[src/rtl/mod_n_updown_counter.sv]
// mod_n_updown_counter: parametrised modulo-N up/down counter with parallel load,
// wrap-or-saturate terminal behaviour and a combinational cascade terminal count.
module mod_n_updown_counter #(
    parameter int WIDTH    = 4,
    parameter int MODULUS  = 16,
    parameter bit SATURATE = 1'b0
) (
    input  logic             clk,
    input  logic             reset_n,
    input  logic             en,
    input  logic             up,
    input  logic             load,
    input  logic [WIDTH-1:0] d,
    output logic [WIDTH-1:0] Q,
    output logic             tc,
    output logic             ovf
);
    localparam logic [WIDTH-1:0] MAX = WIDTH'(MODULUS - 1);
    // one bit wider so the clamp compare stays meaningful when MODULUS == 2^WIDTH
    localparam logic [WIDTH:0]   LIM = (WIDTH + 1)'(MODULUS);
    logic [WIDTH-1:0] q_q, q_d;
    logic             ovf_q, ovf_d, term;
    assign term  = up ? (q_q == MAX) : (q_q == '0);
    assign tc    = en & term;
    assign ovf_d = tc & ~load;
    assign q_d   = load ? (({1'b0, d} >= LIM) ? MAX : d)
                 : !en  ? q_q
                 : term ? (SATURATE ? q_q : (up ? '0 : MAX))
                 : up   ? q_q + 1'b1 : q_q - 1'b1;
    always_ff @(posedge clk) begin
        if (!reset_n) begin
            q_q   <= '0;
            ovf_q <= 1'b0;
        end else begin
            q_q   <= q_d;
            ovf_q <= ovf_d;
        end
    end
    assign Q   = q_q;
    assign ovf = ovf_q;
endmodule

[config.mk]
export PLATFORM = sky130hd
export DESIGN_NAME = mod_n_updown_counter
export DESIGN_NICKNAME = d
export VERILOG_FILES = /design/src/rtl/mod_n_updown_counter.sv
export SDC_FILE = /design/constraint.sdc
export NUM_CORES = 1
export LEC_CHECK = 0
export ABC_CLOCK_PERIOD_IN_PS = 2650
export CORE_AREA = 2 2 39 41
export CTS_BUF_LIST = sky130_fd_sc_hd__clkbuf_16
export DETAILED_ROUTE_END_ITERATION = 7
export DIE_AREA = 0 0 41 43
export PLACE_DENSITY_LB_ADDON = 0.2
export SLEW_MARGIN = 20
export SYNTH_ARGS = -nofsm -noshare
export SYNTH_HDL_FRONTEND = slang
export SYNTH_SLANG_ARGS = --single-unit
[constraint.sdc]
create_clock -name clk -period 2.65 [get_ports clk]
set_input_delay 0.3975 -clock clk [delete_from_list [all_inputs] [get_ports clk]]
set_output_delay 0.3975 -clock clk [all_outputs]
set_load 0.1 [all_outputs]
======== Yosys cells after proc, flatten, opt, wreduce, memory -nomap -nowiden ========
Cells that the tools add are included.
word-level totals
  output and inout port bits .............. 6
  word-level logic and storage cells ...... 16
  flip-flop bits (word level) ............. 5
operators by class
  reductions and logical operators ........ 2
  bitwise operators ....................... 3
  equal/unequal tests ..................... 1
  add/sub/neg operators ................... 2
  muxes and demuxes ....................... 6
operators by type and width
  kind                                               count
  2-to-1 mux 4 bit                                   5
  adder 4 x 1 -> 4 bit (second input constant)       1
  == test 4 bit (second input constant)              1
  zero test 4 bit                                    1
  subtractor 4 x 1 -> 4 bit (second input constant)  1
  bitwise AND 1 bit                                  2
  nonzero test 2 bit                                 1
  2-to-1 mux 1 bit                                   1
  NOT 1 bit                                          1

======== Logic depth before layout (Yosys ltp) ========
Gate-level depths: netlist (run 1).
  depth after elaboration ................. 5
  mapped depth ............................ 6

======== Worst setup path before layout (run 1) ========
OpenSTA, ideal clock, no wires.
  path kind ............................... flip-flop to output port
  start ................................... reg q_q[0] (netlist: Q[0])
  end ..................................... out tc
  data required time ...................... 2253 ps
  arrival ................................. 1962 ps
  buffers on the path ..................... 0
  stages on the path, launching flop included .. 4
  path slack .............................. 291 ps
  cells stage by stage .................... dfxtp_1 > and3_1 > and3_1 > o21a_2
between the ends
  word-level cells in the longest chain between the ends .. 3
  elaborated cells between the ends (all ways) .. 4
RTL lines
  item                                                     RTL line  text
  from (decl)                                              21        logic [WIDTH-1:0] q_q, q_d;
  from (signal assigned)                                   35        q_q <= q_d;
  == test 4 bit / zero test 4 bit (equally long branches)  23        assign term = up ? (q_q == MAX) : (q_q == '0);
  2-to-1 mux 1 bit *                                       23
  bitwise AND 1 bit *                                      24        assign tc = en & term;
  to (decl)                                                15        output logic tc,
Every way passes the cells marked *; elsewhere a longest branch is shown, timed or not.

======== Final worst setup path (run 1) ========
  start ................................... in up
  end ..................................... out tc
between the ends
  word-level cells in the longest chain between the ends .. 2
RTL lines
  item               RTL line  text
  from (decl)        11        input logic up,
  2-to-1 mux 1 bit   23
  bitwise AND 1 bit  24
Every way passes these cells.

==> summary.md, run 1 <==
| Metric | Value |
|---|---|
| Global-route congestion overflow total | `0` |
| Part of the cycle the worst path needs | `approximately four fifths` |
| Die Footprint | `~1800 sq um` |
| Slew Limit Headroom | `between 60% and 70%` |
| CTS tree | `built` |
| Peak VDD IR | `423.8 uV` |
| Critical Path Start Type | `input pin` |
| Final Slew Violations | `0` |
| Via count | `328` |
| Placer Congestion | `roughly 0.71` |
| Minimum hold slack | `0.7135 ns` |
| Crit path max-delay cell type | `sky130_fd_sc_hd__clkdlybuf4s50_1` |
| Worst-case register-to-register setup slack | `1.20 ns` |
| Number of unique standard cell types used by synthesis | `23` |
| Number of inserted filler cells in the final layout | `between 100 and 150` |
| Net count after synthesis | `51` |
| Area Overhead vs Synth | `66.43%` |
| Yosys top cell area share | `~29%` |
| Routed Antenna Nets | `0` |
| Hold endpoint | `Q[2]$_SDFFE_PN0P_` |
| Data required time at the worst endpoint | `2.25 ns` |
| Worst clock skew | `approximately 0.0022 ns` |
| DRC errors left | `0` |
| Pre-antenna DRT Iters | `2` |
| Commonest cells after routing, fill and taps aside | `sky130_fd_sc_hd__clkdlybuf4s50_1, sky130_fd_sc_hd__dfxtp_1, sky130_fd_sc_hd__buf_4` |
| Synthesized area divided by synthesized cell count | `8.983 sq um` |
| Dpl hpwl | `roughly 650 um` |
| Slew of the pin with the lowest slew margin | `between 0.4 and 0.5 ns` |
| H-tree depth | `1` |
| Ordered cell list for the critical path | `clkdlybuf4s50_1 > and3_1 > and3_1 > o21a_2 > buf_12` |
| Post-synthesis cell type with the largest combined area | `sky130_fd_sc_hd__dfxtp_1` |
| Critical R2R Capture | `ovf$_SDFF_PN0_` |
| Commonest non-fill, non-tap cell in the layout | `sky130_fd_sc_hd__clkdlybuf4s50_1` |
| R2R cell count | `4` |
| Unrepaired setup endpoints after global routing | `false` |
| Root buffer selected by CTS | `sky130_fd_sc_hd__clkbuf_16` |
| Post-cts gate resize count | `0` |
| P_leak | `around 0.26 nW` |
| Worst min path class | `reg2reg` |
| Width of the chip | `approximately 40 um` |
| # clock sinks | `5` |
| Routed WL | `between 800 and 900 um` |
| Type of destination of the critical path | `output port` |
| Initial standard-cell utilization of the core | `about 25%` |
| Reg clk slew, reported paths | `roughly 0.030 ns` |
| Maximum capacitance violations | `0` |
| Launch point of the worst reg-to-reg path | `Q[1]$_SDFFE_PN0P_` |
| Achievable clock frequency | `between 400 and 500 MHz` |
| Number of top-level pins | `15` |
| Count of inserted antenna diode cells | `0` |
| Vias in the first global route | `between 300 and 400` |
| Detailed-route vias per instance | `about 4.6` |
| Sequential area share after synthesis | `between 20% and 30%` |
| Crit Path Class | `in2out` |
| Longest individual stage delay on the worst path | `0.47 ns` |
| Post-route minimum period | `~2.1 ns` |
| Routed wire per std cell | `about 12 um` |
| Detailed Route Iter0 Violations | `3` |
| Final-layout setup total negative slack | `0 ns` |
| Maximum fanout along the worst path | `4` |
| Clock buffer depth | `2` |
| Gate Count Post-Synth | `39` |
| Total number of placement rows | `14` |
| Cell area power density | `~820 nW/um^2` |
| Largest cells by area after synthesis | `sky130_fd_sc_hd__dfxtp_1, sky130_fd_sc_hd__o311ai_0, sky130_fd_sc_hd__xnor2_1` |
| Post-synthesis instance area | `between 300 and 400 sq um` |
| Library cell appearing most often on the critical path | `sky130_fd_sc_hd__and3_1` |
| Number of antenna violations at the first check in global routing | `0` |
| Total of warnings raised by yosys | `0` |
| Cts hold-fix bufs | `0` |
| Pin count of the biggest net entering global routing | `11` |
| Final-stage net count | `roughly 70` |
| Final hold violation count | `0` |
| Instance count along the most critical hold path | `3` |
| Final Setup Violations | `0` |
| Count of input and output buffers | `14` |
| Vertical die dimension | `43 um` |
| Worst Min Path Start | `Q[3]$_SDFFE_PN0P_` |
| Arr. time, crit path | `around 1.7 ns` |
| Proportion of layout cells with a drive suffix above 1 | `between 20% and 30%` |
| #FFs+latches synth | `5` |
| CTS buffer count | `3` |
| Worst-Skew Late Latency | `0.23 ns` |
| Placeable core region | `1384 sq um` |
| Post-CTS Setup Inserts | `0` |
| Global-route usage over all layers | `12.56%` |
| Run status | `complete, no violations` |
| Global-route wire length before repair | `about 1.4 mm` |
-- cell families (layout without fill, tap and decap cells) --
group | after synthesis | in the layout | share of synthesized area (%)
and+or+nand+nor | 15 | 15 | 26.07
AOI/OAI and AO/OA | 10 | 10 | 20.36
DFF | 5 | 5 | 28.57
xor gates and xnor gates | 4 | 4 | 10.00
adders and majority gates | 3 | 3 | 12.86
buffers and inverters | 2 | 19 | 2.141
-- worst max-delay path by stage --
stage               end  cells past startpoint              start  slack [ns]
detailed placement   tc                      5                 up        0.58
finish               tc                      5                 up        0.58
CTS                  tc                      5                 up        0.58
floorplan            tc                      3  Q[0]$_SDFFE_PN0P_        0.29
global placement     tc                      5                 up        0.59
global route         tc                      5                 up        0.53
-- layer usage --
metal | track usage (%) | routed length (um)
met5 | 0 | 0
met4 | 8.000 | 18
met3 | 6.283 | 65
met2 | 17.50 | 376
met1 | 14.52 | 383
-- cell usage after synthesis --
library cell	number
sky130_fd_sc_hd__nand2_1	3
sky130_fd_sc_hd__xor2_1	1
sky130_fd_sc_hd__nor3b_1	1
sky130_fd_sc_hd__a21oi_1	3
sky130_fd_sc_hd__o2bb2ai_1	1
sky130_fd_sc_hd__dfxtp_1	5
sky130_fd_sc_hd__o311ai_0	3
sky130_fd_sc_hd__a21o_1	1
sky130_fd_sc_hd__inv_1	1
sky130_fd_sc_hd__nor2_2	1
sky130_fd_sc_hd__nand2b_1	3
sky130_fd_sc_hd__and3b_1	1
sky130_fd_sc_hd__o21a_2	1
sky130_fd_sc_hd__and3_1	2
sky130_fd_sc_hd__nand3_1	1
sky130_fd_sc_hd__or4_4	1
sky130_fd_sc_hd__xnor2_1	3
sky130_fd_sc_hd__nor2_1	1
sky130_fd_sc_hd__ha_1	2
sky130_fd_sc_hd__and2_1	1
sky130_fd_sc_hd__clkbuf_1	1
sky130_fd_sc_hd__o21ai_0	1
sky130_fd_sc_hd__fa_1	1
-- state kept, by name, summed over array words and instances, names as in the netlist --
name,count
ovf,1
Q,4
-- final cells by class --
class	count	area, sq um	area share [%]
repair buffers	14	137.6	23.61
well taps	16	20.02	3.433
flip-flops and latches	5	100.1	17.17
inverters	1	3.754	0.6438
clock inverters	1	3.754	0.6438
multi-input cells	32	242.7	41.63
clock buffers	3	75.07	12.88
-- per-stage QoR --
stage / cell area, sq um / std cells / util (%) / setup WS (ns) / total power, W
floorplan: 350.3 / 39 / - / 0.2906 / 0.0001979
global placement: 504.2 / 68 / 36.44 / 0.5929 / 0.0002370
detailed placement: 504.2 / 68 / 36.44 / 0.5809 / 0.0002373
CTS: 583.1 / 72 / 42.13 / 0.5778 / 0.0004877
global route: 583.1 / 72 / 42.13 / 0.5258 / 0.0005028
finish: 583.1 / 72 / 42.13 / 0.5792 / 0.0004809
-- power by group --
group / switching, W / internal [W] / leakage, nW
registers: 0.0000128 / 0.0000834 / 0.0415
clock network: 0.0000500 / 0.000195 / 0.0423
logic: 0.0000897 / 0.0000497 / 0.180
total: 0.000152 / 0.000329 / 0.264
-- critical path: cells and delay by family --
kind                   cells  cell delay, ns
buffers and inverters      2            0.64
AO/OA/AOI/OAI              1            0.22
AND/OR/NAND/NOR            2            0.41
(Power assumes the default switching activity.)
==> inputs of run 2 (changes only) <==
- ABC_CLOCK_PERIOD_IN_PS: 2650 -> 1700
- clock period: 2.65 -> 1.7 ns (I/O delays scaled with it)
==> run 2 against run 1 <==
  * The flow now finishes with violations (setup timing)
  * Sequential share of layout area is 1.4 points lower
  * Setup slack worse by 0.65 ns
  * Wire length is 19% higher
  * Die area stayed put
  * Global-route usage is 0.33 points higher
  * Total power is 69% higher
  * Highest routed layer is now met3
  * Sequential power is 52% higher
  * Critical path depth is 1 lower
  * Critical path type is now reg2out
==> summary.md, run 2 (synthesized netlist as in run 1, its figures left out) <==
| Metric | Value |
|---|---|
| Final hold violation count | `0 (unchanged)` |
| Cts hold-fix bufs | `0 (unchanged)` |
| Worst Min Path Start | `up (was Q[3]$_SDFFE_PN0P_)` |
| Launch point of the worst reg-to-reg path | `Q[1]$_SDFFE_PN0P_ (unchanged)` |
| Post-route minimum period | `around 1.8 ns` |
| Detailed-route vias per instance | `4.671 (was 4.556)` |
| Root buffer selected by CTS | `sky130_fd_sc_hd__clkbuf_16 (unchanged)` |
| Count of input and output buffers | `14 (unchanged)` |
| Global-route wire length before repair | `1.497 mm (was 1.386 mm)` |
| Detailed Route Iter0 Violations | `8 (was 3)` |
| Pin count of the biggest net entering global routing | `10 (was 11)` |
| Placeable core region | `1384 sq um (unchanged)` |
| Routed Antenna Nets | `0 (unchanged)` |
| Die Footprint | `1763 sq um (unchanged)` |
| # clock sinks | `5 (unchanged)` |
| CTS tree | `built (unchanged)` |
| Number of inserted filler cells in the final layout | `124 (was 144)` |
| Vertical die dimension | `43 um (unchanged)` |
| Part of the cycle the worst path needs | `104.3%` |
| Final-stage net count | `76 (was 69)` |
| Cell area power density | `1108 nW/um^2 (was 824.9 nW/um^2)` |
| Critical R2R Capture | `Q[3]$_SDFFE_PN0P_ (was ovf$_SDFF_PN0_)` |
| Reg clk slew, reported paths | `0.03 ns (about the same)` |
| Post-layout util | `52.89% (was 42.13%)` |
| Slew Limit Headroom | `67.54% (was 69.65%)` |
| Commonest cells after routing, fill and taps aside | `sky130_fd_sc_hd__clkdlybuf4s50_1, sky130_fd_sc_hd__buf_4, sky130_fd_sc_hd__buf_12 (was sky130_fd_sc_hd__clkdlybuf4s50_1, sky130_fd_sc_hd__dfxtp_1, sky130_fd_sc_hd__buf_4)` |
| Maximum capacitance violations | `0 (unchanged)` |
| Busiest layer in global routing | `met2 (unchanged)` |
| Worst setup startpoint | `Q[3]$_SDFFE_PN0P_ (was up)` |
| Proportion of layout cells with a drive suffix above 1 | `38.10% (was 21.43%)` |
| Count of inserted antenna diode cells | `0 (unchanged)` |
| Worst min path class | `in2reg (was reg2reg)` |
| Worst clock skew | `0.002250 ns (was 0.002169 ns)` |
| Achievable clock frequency | `about 560 MHz` |
| Placer Congestion | `0.7783 (was 0.7143)` |
| Pre-antenna DRT Iters | `2 (unchanged)` |
| Routed WL | `1.003 mm (was 843 um)` |
| H-tree depth | `1 (unchanged)` |
| End point of the critical path | `tc (unchanged)` |
| Peak VDD IR | `628.3 uV (was 423.8 uV)` |
| Worst-case register-to-register setup slack | `0.26 ns (was 1.20 ns)` |
| CTS buffer count | `3 (unchanged)` |
| Via count | `369 (was 328)` |
| Met2 track utilization from global routing | `18.44% (was 17.50%)` |
| Final Slew Violations | `0 (unchanged)` |
| Critical Path Start Type | `register (was input pin)` |
| Arr. time, crit path | `1.52 ns (was 1.67 ns)` |
| Crit Path Class | `reg2out (was in2out)` |
| Worst setup margin | `-0.07238 ns (was 0.5792 ns)` |
| Violated checks | `setup timing` |
| P_leak | `0.3273 nW (was 0.2639 nW)` |
| Minimum hold slack | `0.6455 ns (was 0.7135 ns)` |
| Total number of placement rows | `14 (unchanged)` |
| Type of destination of the critical path | `output port (unchanged)` |
| Global-route usage over all layers | `12.89% (was 12.56%)` |
| Initial standard-cell utilization of the core | `25.32% (unchanged)` |
| Unrepaired setup endpoints after global routing | `true (was false)` |
| Vias in the first global route | `364 (was 316)` |
| Maximum fanout along the worst path | `2 (was 4)` |
| Number of antenna violations at the first check in global routing | `0 (unchanged)` |
| Slew of the pin with the lowest slew margin | `0.4808 ns (was 0.4496 ns)` |
| Global routing usage on met3 | `6.806% (was 6.283%)` |
| Number of top-level pins | `15 (unchanged)` |
| Clock buffer depth | `2 (unchanged)` |
| Dpl hpwl | `702.3 um (was 650.2 um)` |
| Data required time at the worst endpoint | `1.44 ns (was 2.25 ns)` |
| Run status | `complete, but fails checks (was complete, no violations)` |
| Largest register FFs | `4 (unchanged)` |
| Final Setup Violations | `1 (was 0)` |
| GR Layer Usage met1 | `16.23% (was 14.52%)` |
| Area Overhead vs Synth | `108.9% (was 66.43%)` |
| Worst-Skew Late Latency | `0.23 ns (about the same)` |
| R2R cell count | `6 (was 4)` |
| Global-route congestion overflow total | `0 (unchanged)` |
| Width of the chip | `41 um (unchanged)` |
| Routed wire per std cell | `12.70 um (was 11.71 um)` |
| DRC errors left | `0 (unchanged)` |
## run 2: changes by cell type in the layout (fill, tap and decap cells not counted), sizes merged
cell and delta:
dlymetal6s2s +1, clkdlybuf4s50 -1, buf +7
## run 2: timing repair
action                                  4_1_cts  5_1_grt
setup buffers                                 2        0
endpoints found under the setup margin        1        1
pin swaps                                     2        1
gates resized for setup                       0        2
## run 2: worst min-delay path by stage
| stage | end | slack, ns | cells after the start |
|---|---|---|---|
| floorplan | Q[0]$_SDFFE_PN0P_ | 0.38 | 1 |
| global placement | Q[2]$_SDFFE_PN0P_ | 0.64 | 3 |
| detailed placement | Q[1]$_SDFFE_PN0P_ | 0.65 | 3 |
| CTS | Q[0]$_SDFFE_PN0P_ | 0.72 | 2 |
| global route | Q[1]$_SDFFE_PN0P_ | 0.70 | 5 |
| finish | Q[1]$_SDFFE_PN0P_ | 0.65 | 5 |
## run 2: power by group
part           switching, W  total, W  internal (W)  leakage (nW)
Clock             0.0000737  0.000378      0.000304        0.0423
Sequential        0.0000144  0.000146      0.000132        0.0437
Combinational      0.000161  0.000287      0.000126         0.241
## run 2: through the flow
stage | setup TNS (ns) | power (W) | area [sq um] | setup slack [ns] | instances
after CTS | -0.09747 | 0.0008187 | 724.4 | -0.09747 | 79
final | -0.07238 | 0.0008109 | 732.0 | -0.07238 | 79
after global placement | -0.1931 | 0.0004221 | 630.6 | -0.06819 | 73
after global routing | -0.09945 | 0.0008477 | 732.0 | -0.09945 | 79
after detailed placement | -0.2407 | 0.0004234 | 630.6 | -0.09650 | 73
after floorplan | 0 | 0.0003154 | 376.6 | 0.003355 | 39
## run 2: per-layer routing
| metal | routed length [um] | vias to the layer above |
|---|---|---|
| met5 | 0 | - |
| met2 | 457 | 15 |
| li1 | - | 189 |
| met3 | 75 | 0 |
| met1 | 470 | 165 |
| met4 | 0 | 0 |
## run 2: worst max-delay path, stage by stage (launching register included)
cell,delay [ns]
sky130_fd_sc_hd__dfxtp_4,0.33
sky130_fd_sc_hd__or4_4,0.54
sky130_fd_sc_hd__nor2_4,0.11
sky130_fd_sc_hd__o21a_4,0.14
sky130_fd_sc_hd__buf_12,0.16
## run 2: area by class of cell
| cell class | instances | area (sq um) | share of cell area, % |
|---|---|---|---|
| Tap cell | 16 | 20.02 | 2.735 |
| Inverter | 1 | 3.754 | 0.5128 |
| Clock buffer | 3 | 75.07 | 10.26 |
| Clock inverter | 1 | 3.754 | 0.5128 |
| Timing Repair Buffer | 21 | 255.2 | 34.87 |
| Sequential cell | 5 | 115.1 | 15.73 |
| Multi-Input combinational cell | 32 | 259.0 | 35.38 |
